### src/rtl/ctrl_types_pkg.sv
// Shared controller types: sub-command status, GET sub-FSM states and a
// one-hot validity helper used by the get/upsert/delete paths.
package ctrl_types_pkg;

   // Widest index vector the one-hot helper accepts; callers zero-extend.
   localparam int MAX_ENTRIES = 64;

   typedef struct packed {
      logic done;
      logic error;
   } sub_cmd_t;

   typedef enum logic [1:0] {
      GET_ST_IDLE  = 2'd0,
      GET_ST_START = 2'd1,
      GET_ST_WAIT  = 2'd2,
      GET_ST_RESP  = 2'd3
   } get_substate_e;

   // True when exactly one bit of v is set.
   function automatic logic is_onehot(input logic [MAX_ENTRIES-1:0] v);
      return (v != '0) && ((v & (v - MAX_ENTRIES'(1))) == '0);
   endfunction

endpackage

### src/rtl/get_fsm.sv
// Read-side GET sub-FSM: validates a comparator hit, reads the entry over a
// fixed-latency port and returns it by valid/ready. Option: GET_TOUCH_EN.
module get_fsm
   import ctrl_types_pkg::*;
#(
   parameter int NUM_ENTRIES  = 16,
   parameter int VALUE_WIDTH  = 32,
   parameter int READ_LATENCY = 2
) (
   input  logic                   clk,
   input  logic                   rst_n,
   input  logic                   en,
   input  logic                   enter,
   input  logic                   hit,
   input  logic [NUM_ENTRIES-1:0] used,
   input  logic [NUM_ENTRIES-1:0] idx_in,
   input  logic [VALUE_WIDTH-1:0] data_in,
   input  logic                   resp_ready_in,
   output logic                   select_out,
   output logic                   read_out,
   output logic [NUM_ENTRIES-1:0] idx_out,
   output logic [VALUE_WIDTH-1:0] value_out,
   output logic                   rdy_out,
   output logic                   op_succ,
`ifdef GET_TOUCH_EN
   output logic [NUM_ENTRIES-1:0] touch_out,
`endif
   output sub_cmd_t               cmd
);

   localparam int CNT_W = 4;

   get_substate_e          state, state_nx;
   logic [CNT_W-1:0]       cnt, cnt_nx;
   logic [NUM_ENTRIES-1:0] idx_q, idx_nx;
   logic [VALUE_WIDTH-1:0] value_q, value_nx;
   logic                   valid_hit;
   logic                   xfer;

   assign valid_hit = hit && is_onehot(MAX_ENTRIES'(idx_in)) && ((idx_in & used) != '0);

   // enter only redirects the state; datapath registers advance on plain en cycles.
   always_ff @(posedge clk) begin
      if (!rst_n) begin
         state   <= GET_ST_IDLE;
         cnt     <= '0;
         idx_q   <= '0;
         value_q <= '0;
      end else if (enter) begin
         state   <= GET_ST_START;
      end else if (en) begin
         state   <= state_nx;
         cnt     <= cnt_nx;
         idx_q   <= idx_nx;
         value_q <= value_nx;
      end
   end

   always_comb begin
      state_nx   = state;
      cnt_nx     = cnt;
      idx_nx     = idx_q;
      value_nx   = value_q;
      select_out = 1'b0;
      read_out   = 1'b0;
      idx_out    = '0;
      rdy_out    = 1'b0;
      op_succ    = 1'b0;
      xfer       = 1'b0;
      cmd        = '0;
      value_out  = value_q;
      case (state)
         GET_ST_IDLE: ;
         GET_ST_START: begin
            if (valid_hit) begin
               idx_nx   = idx_in;
               cnt_nx   = CNT_W'(READ_LATENCY - 1);
               state_nx = GET_ST_WAIT;
            end else begin
               // A hit that fails validation is reported as an error.
               cmd.done  = 1'b1;
               cmd.error = hit;
               state_nx  = GET_ST_IDLE;
            end
         end
         GET_ST_WAIT: begin
            select_out = 1'b1;
            read_out   = 1'b1;
            idx_out    = idx_q;
            if (cnt == '0) begin
               value_nx = data_in;
               state_nx = GET_ST_RESP;
            end else begin
               cnt_nx = cnt - CNT_W'(1);
            end
         end
         GET_ST_RESP: begin
            rdy_out = 1'b1;
            op_succ = 1'b1;
            xfer    = en && resp_ready_in;
            if (xfer) begin
               cmd.done = 1'b1;
               state_nx = GET_ST_IDLE;
            end
         end
         default: state_nx = GET_ST_IDLE;
      endcase
   end

`ifdef GET_TOUCH_EN
   assign touch_out = xfer ? idx_q : '0;
`endif

endmodule

### config.mk
export PLATFORM = sky130hd
export DESIGN_NAME = get_fsm
export DESIGN_NICKNAME = d
export VERILOG_FILES = /design/src/rtl/ctrl_types_pkg.sv /design/src/rtl/get_fsm.sv
export SDC_FILE = /design/constraint.sdc
export NUM_CORES = 1
export LEC_CHECK = 0
export CORE_MARGIN = 2
export CORE_UTILIZATION = 41
export CTS_CLUSTER_DIAMETER = 100
export DETAILED_ROUTE_END_ITERATION = 16
export MAX_ROUTING_LAYER = met4
export PLACE_DENSITY = 0.8
export REMOVE_ABC_BUFFERS = 1
export SKIP_CTS_REPAIR_TIMING = 1
export SYNTH_ARGS = -nofsm -noshare
export SYNTH_HDL_FRONTEND = slang
export SYNTH_SLANG_ARGS = --single-unit
### constraint.sdc
create_clock -name clk -period 3.7 [get_ports clk]
set_input_delay 0.555 -clock clk [delete_from_list [all_inputs] [get_ports clk]]
set_output_delay 0.555 -clock clk [all_outputs]
set_load 0.02 [all_outputs]
Word level (Yosys, flattened, before mapping)
Index checks and enable logic that the tools add are counted.
{"block": "totals", "word_cells": 54, "regBits": 54}
{"block": "classes", "n_eq_ne": 9, "n_bitwise": 4, "reduce_logical": 18, "add_sub_neg": 2, "mux": 16}
{"cell": "$and A16 B64 Y64", "count": 1}
{"cell": "$logic_not A64 Y1", "count": 1}
{"cell": "$reduce_bool A16 Y1", "count": 2}
{"cell": "$sub A16 B1 Y17 const B", "count": 1}
{"cell": "$and A16 B16 Y16", "count": 1}
{"cell": "$mux W16", "count": 1}
{"cell": "$reduce_and A4 Y1", "count": 4}
{"cell": "$mux W2", "count": 4}
{"cell": "$mux W4", "count": 2}
{"cell": "$ne A2 B2 Y1 const B", "count": 4}
{"cell": "$pmux W4 S2", "count": 1}
{"cell": "$mux W1", "count": 6}
{"cell": "$ne A3 B3 Y1 const B", "count": 2}
{"cell": "$pmux W2 S3", "count": 1}
{"cell": "$reduce_and A5 Y1", "count": 1}
{"cell": "$eq A2 B2 Y1 const B", "count": 2}
{"cell": "$logic_and A1 B1 Y1", "count": 4}
{"cell": "$logic_not A4 Y1", "count": 1}
{"cell": "$reduce_bool A2 Y1", "count": 2}
{"cell": "$reduce_bool A4 Y1", "count": 1}
{"cell": "$sub A4 B1 Y4 const B", "count": 1}
{"cell": "$reduce_bool A3 Y1", "count": 1}
{"cell": "$eq A2 B1 Y1 const B", "count": 1}
{"cell": "$not A1 Y1", "count": 2}
{"cell": "2 further kinds", "count": 2}

Longest topological paths before layout
{"block": "depth", "depth_word": 10, "mapped_depth": 9}

Worst setup path after synthesis
Ideal clock, no wire load.
{"block": "synth_timing", "path_type": "input to output", "from": "in idx_in[1]", "to": "out cmd[1] (netlist name)", "t_arrival_ns": 2.500, "path_stages": 6, "n_path_buf": 0, "slack_ns": 0.645, "path_cell_list": "or4_4 > or4_4 > o32a_1 > a21oi_2 > a31oi_2 > a31o_2"}
{"element": "start: declaration", "line_no": "get_fsm.sv:16", "text": "input logic [NUM_ENTRIES-1:0] idx_in,"}
{"element": "end: declaration", "line_no": "get_fsm.sv:28", "text": "output sub_cmd_t cmd"}

==> results list <==
* Boundary pin count: 124
* Fraction of synthesis flops using an asynchronous set or reset pin: 0
* Post-route DRC: 0
* Number of sinks driven by the clock tree: 54
- A synthesized cell averages between 8 and 9 um^2.
- Average routed wire per standard cell: 13.9 um
* P_int: 0.000885 W
- Wire length of the first global-routing pass: 12200 um
- After technology mapping, the gate count stands at 328.
* Antenna violation net count after detailed routing: 0
- In the final design database the tool counted 535 nets.
- Met2 layer wire length in the routed design: 3390 um
- Final Hold Slack: 0.469 ns
- Combinational share of power: 0.140
- Row count: 29
- From synthesis to final layout, the design area changed by 57.0%.
* Vias per std cell: 5.05
- Leakage component of the power: 1.48 nW
* Sequential cell area: 1080 um^2
- The flow ran to the end, and the final reports show no timing, DRC or antenna violations.
* Delay of the slowest critical-path stage: between 0.5 and 0.6 ns
- Smallest setup slack after layout: 0.0549 ns
- Together, buffers and inverters on the worst path number 2.
- 0 antenna diodes ended up in the layout.
- Height of the die: 84.1 um
* Total placed instance area: about 4000 um^2
* DP HPWL: between 5000 and 6000 um
* Max-cap violation count: 0
- Upper clock frequency limit: 274 MHz
- Headroom to the max-slew limit came out at 0.307.
* Flip-flop and latch count after synthesis: 54
- Final Slew Violations: 0
- Final clock period utilization by the worst path: 0.985
* Vias in the first global route: 2565
- VDD sags by at most 0.145 mV.
* Ys flop type: sky130_fd_sc_hd__dfxtp_1
- Clock latency on the worst-skew pair, taken at its later pin, is 0.30 ns.
- Routed length on met1: 3520 um
- Total routing usage reported by global routing: 0.217
- Top layer used by detailed routing: met4
- CTS clock-pin slew for the worst setup and hold paths: 0.10 ns
- The share of the Yosys chip area taken by registers is 0.411.
- Fill cell total of the finished layout: 533
- For this design, the slowest cell found on the critical path is sky130_fd_sc_hd__or4_4.
- Part of the total power dissipated in the clock network: 0.347
* Number of buffers created by CTS: 5
- Final weighted congestion of routability-driven global placement: 0.830
- The final layout contains routed wiring with a total length of 7460 um.
- Mapped cell area: between 2000 and 3000 um^2
- Setup repair after global routing could not meet its margin everywhere.
- Counting along the longest clock path gives a buffer depth of 2.
- Area taken by multi-input logic gates: roughly 1400 um^2
- Time the final worst path needs with I/O delays and setup: between 3 and 4 ns
- Setup violations remaining at the end of the flow were counted as 0.
- The Yosys step of the flow raised 0 warnings.
- From left edge to right edge, the die measures 84.1 um.
* Element type at the critical path end: output port
- Timing analysis after detailed placement gives a worst setup slack of -0.279 ns.
* Via count: 2712
- Hold Fails Final Rpt: 0
* Total power divided by cell area: 276 nW/um^2
- The number of antenna violations at the first check in global routing is 0.
* Sequential fraction of design power: 0.513
- The critical path goes through clkdlybuf4s50_1, or4_4, or4_4, o32a_1, a21oi_2, a31oi_2, a31o_2, dlymetal6s2s_1.
- Root buffer cell: sky130_fd_sc_hd__clkbuf_8
- Worst path required time: 3.14 ns
- For the final database, setup skew stands at 0.00379 ns.
- Final instance area: 4130 um^2
- The initial utilization of the core area, before any placement, comes to 0.419.
* Die ar.: 7070 um^2
- At the pin with the least slew margin, the transition time is 1.04 ns.
- TritonCTS clock tree: built
* # port buffers: 123
- Fraction of final layout cells with drive strength greater than 1: 0.100
- For this run the aggregate overflow at the end of global routing stands at 0.
* Tot Pwr: 0.00114 W
- Class of the most critical setup path: in -> out
* First-pass DRT Iterations: 4
- Element type at the critical path start: input port
- The floorplan step defined a core boundary enclosing 6280 um^2.
- Met3 wire length: about 480 um
- Switching fraction of total power: 0.222
- The clock tree synthesis step divided the H-tree into 2 levels.
* Maximum fanout count along the critical path: 3
- The number of different library cells used by synthesis comes to 48.
* Pin count of the biggest net entering global routing: 45
- Dominant cell type by count on the critical path: sky130_fd_sc_hd__or4_4
- Switch Pwr: between 0.0002 and 0.0003 W
- For the worst setup path, the data arrival time is between 3 and 4 ns.
- The kind of cell with the highest combined delay along the critical path is simple AND/OR/NAND/NOR gates.
* Initial DRC Count: 89
- Number of enable flip-flop cells after synthesis: 0
- The tightest min-delay check is of the reg -> reg type.
[power groups by stage]
| stage | sequential (W) | clock, W | combinational [W] |
|---|---|---|---|
| 2_1_floorplan | 0.000597 | 0 | 0.0000390 |
| 3_3_place_gp | 0.000597 | 0 | 0.000157 |
| 3_5_place_dp | 0.000597 | 0 | 0.000158 |
| 4_1_cts | 0.000584 | 0.000407 | 0.000160 |
| 5_1_grt | 0.000584 | 0.000433 | 0.000172 |
| 6_report | 0.000583 | 0.000395 | 0.000159 |
[layer usage]
| metal | vias up | global-route usage |
|---|---|---|
| met5 | - | - |
| met3 | 7 | 0.0504 |
| met2 | 104 | 0.343 |
| met4 | 0 | 0.0469 |
| li1 | 1381 | - |
| met1 | 1220 | 0.284 |
[final timing paths]
check                startpoint            end  slack, ns  cells after the start
setup / recovery      idx_in[1]         cmd[1]       0.05                      8
hold / removal    value_out[29]  value_out[29]       0.47                      2
setup reg to reg       state[0]   value_out[3]       1.29                      6
hold reg to reg   value_out[29]  value_out[29]       0.47                      2
[worst register-to-register path, cell delays in order, from the launching register on]
cell                       delay (ns)
sky130_fd_sc_hd__dfxtp_1         0.36
sky130_fd_sc_hd__inv_1           0.09
sky130_fd_sc_hd__ha_1            0.61
sky130_fd_sc_hd__and2_2          0.28
sky130_fd_sc_hd__nand2_1         0.59
sky130_fd_sc_hd__nand2_1         0.28
sky130_fd_sc_hd__a21boi_0        0.11
[final cells by class]
cell class | count | area share
Clock buffer | 6 | 0.0176
Clock inverter | 2 | 0.00910
Inverter | 8 | 0.00728
Multi-Input combinational cell | 244 | 0.342
Sequential cell | 54 | 0.262
Tap cell | 77 | 0.0233
Timing Repair Buffer | 146 | 0.338
[cells in the mapped netlist, drive strengths merged, types with 2 or more instances]
master	count	area share
o22ai	2	0.0048
nor3	4	0.0076
nand2b	3	0.0071
and2	19	0.046
a22o	4	0.014
or3	4	0.0095
nor2b	3	0.0071
nor2	5	0.0071
a21oi	4	0.0090
nand3	17	0.032
buf	5	0.013
nand2	89	0.13
or2	2	0.0048
a21boi	32	0.091
nand4	2	0.0048
and3	2	0.0052
ha	6	0.029
maj3	2	0.0076
clkbuf	16	0.023
dfxtp	54	0.41
o21ai	19	0.036
or4	5	0.017
a221oi	4	0.013
inv	8	0.011
[kinds of logic after synthesis]
group	share of synthesized area
buf+inv	0.0510
flops	0.411
simple gates	0.286
compound gates	0.211
mux	0.00381
fa+ha+maj	0.0362
[placed cells by master, fill, tap and decap left out, types with 2 or more instances in the layout]
| cell type | Yosys | routed |
|---|---|---|
| sky130_fd_sc_hd__clkdlybuf4s50_1 | 0 | 120 |
| sky130_fd_sc_hd__nand2_1 | 89 | 89 |
| sky130_fd_sc_hd__dfxtp_1 | 54 | 54 |
| sky130_fd_sc_hd__a21boi_0 | 32 | 32 |
| sky130_fd_sc_hd__buf_4 | 2 | 23 |
| sky130_fd_sc_hd__o21ai_0 | 19 | 19 |
| sky130_fd_sc_hd__and2_1 | 17 | 17 |
| sky130_fd_sc_hd__nand3_1 | 17 | 17 |
| sky130_fd_sc_hd__inv_1 | 8 | 8 |
| sky130_fd_sc_hd__ha_1 | 6 | 6 |
| sky130_fd_sc_hd__nor2_1 | 5 | 5 |
| sky130_fd_sc_hd__clkbuf_8 | 0 | 5 |
| sky130_fd_sc_hd__or3_1 | 4 | 4 |
| sky130_fd_sc_hd__nor3_1 | 4 | 4 |
| sky130_fd_sc_hd__a221oi_1 | 4 | 4 |
| sky130_fd_sc_hd__or4_1 | 3 | 3 |
| sky130_fd_sc_hd__a21oi_1 | 3 | 3 |
| sky130_fd_sc_hd__a22o_1 | 3 | 3 |
| sky130_fd_sc_hd__nor2b_1 | 3 | 3 |
| sky130_fd_sc_hd__nand2b_1 | 3 | 3 |
| sky130_fd_sc_hd__or2_2 | 2 | 2 |
| sky130_fd_sc_hd__or4_4 | 2 | 2 |
| sky130_fd_sc_hd__maj3_1 | 2 | 2 |
| sky130_fd_sc_hd__nand4_1 | 2 | 2 |
| sky130_fd_sc_hd__and2_2 | 2 | 2 |
| sky130_fd_sc_hd__o22ai_1 | 2 | 2 |
[state kept, by name, summed over array words and instances (netlist names)]
register   flops
cnt            4
idx_q         16
state          2
value_out     32
[per-stage QoR]
step	cells	setup TNS, ns	utilization
after floorplan	306	0	-
after global placement	529	-0.559	0.640
after detailed placement	529	-0.553	0.640
after CTS	537	-0.569	0.658
after global routing	537	-0.0369	0.657
final	537	0	0.657
(Power assumes the default switching activity.)
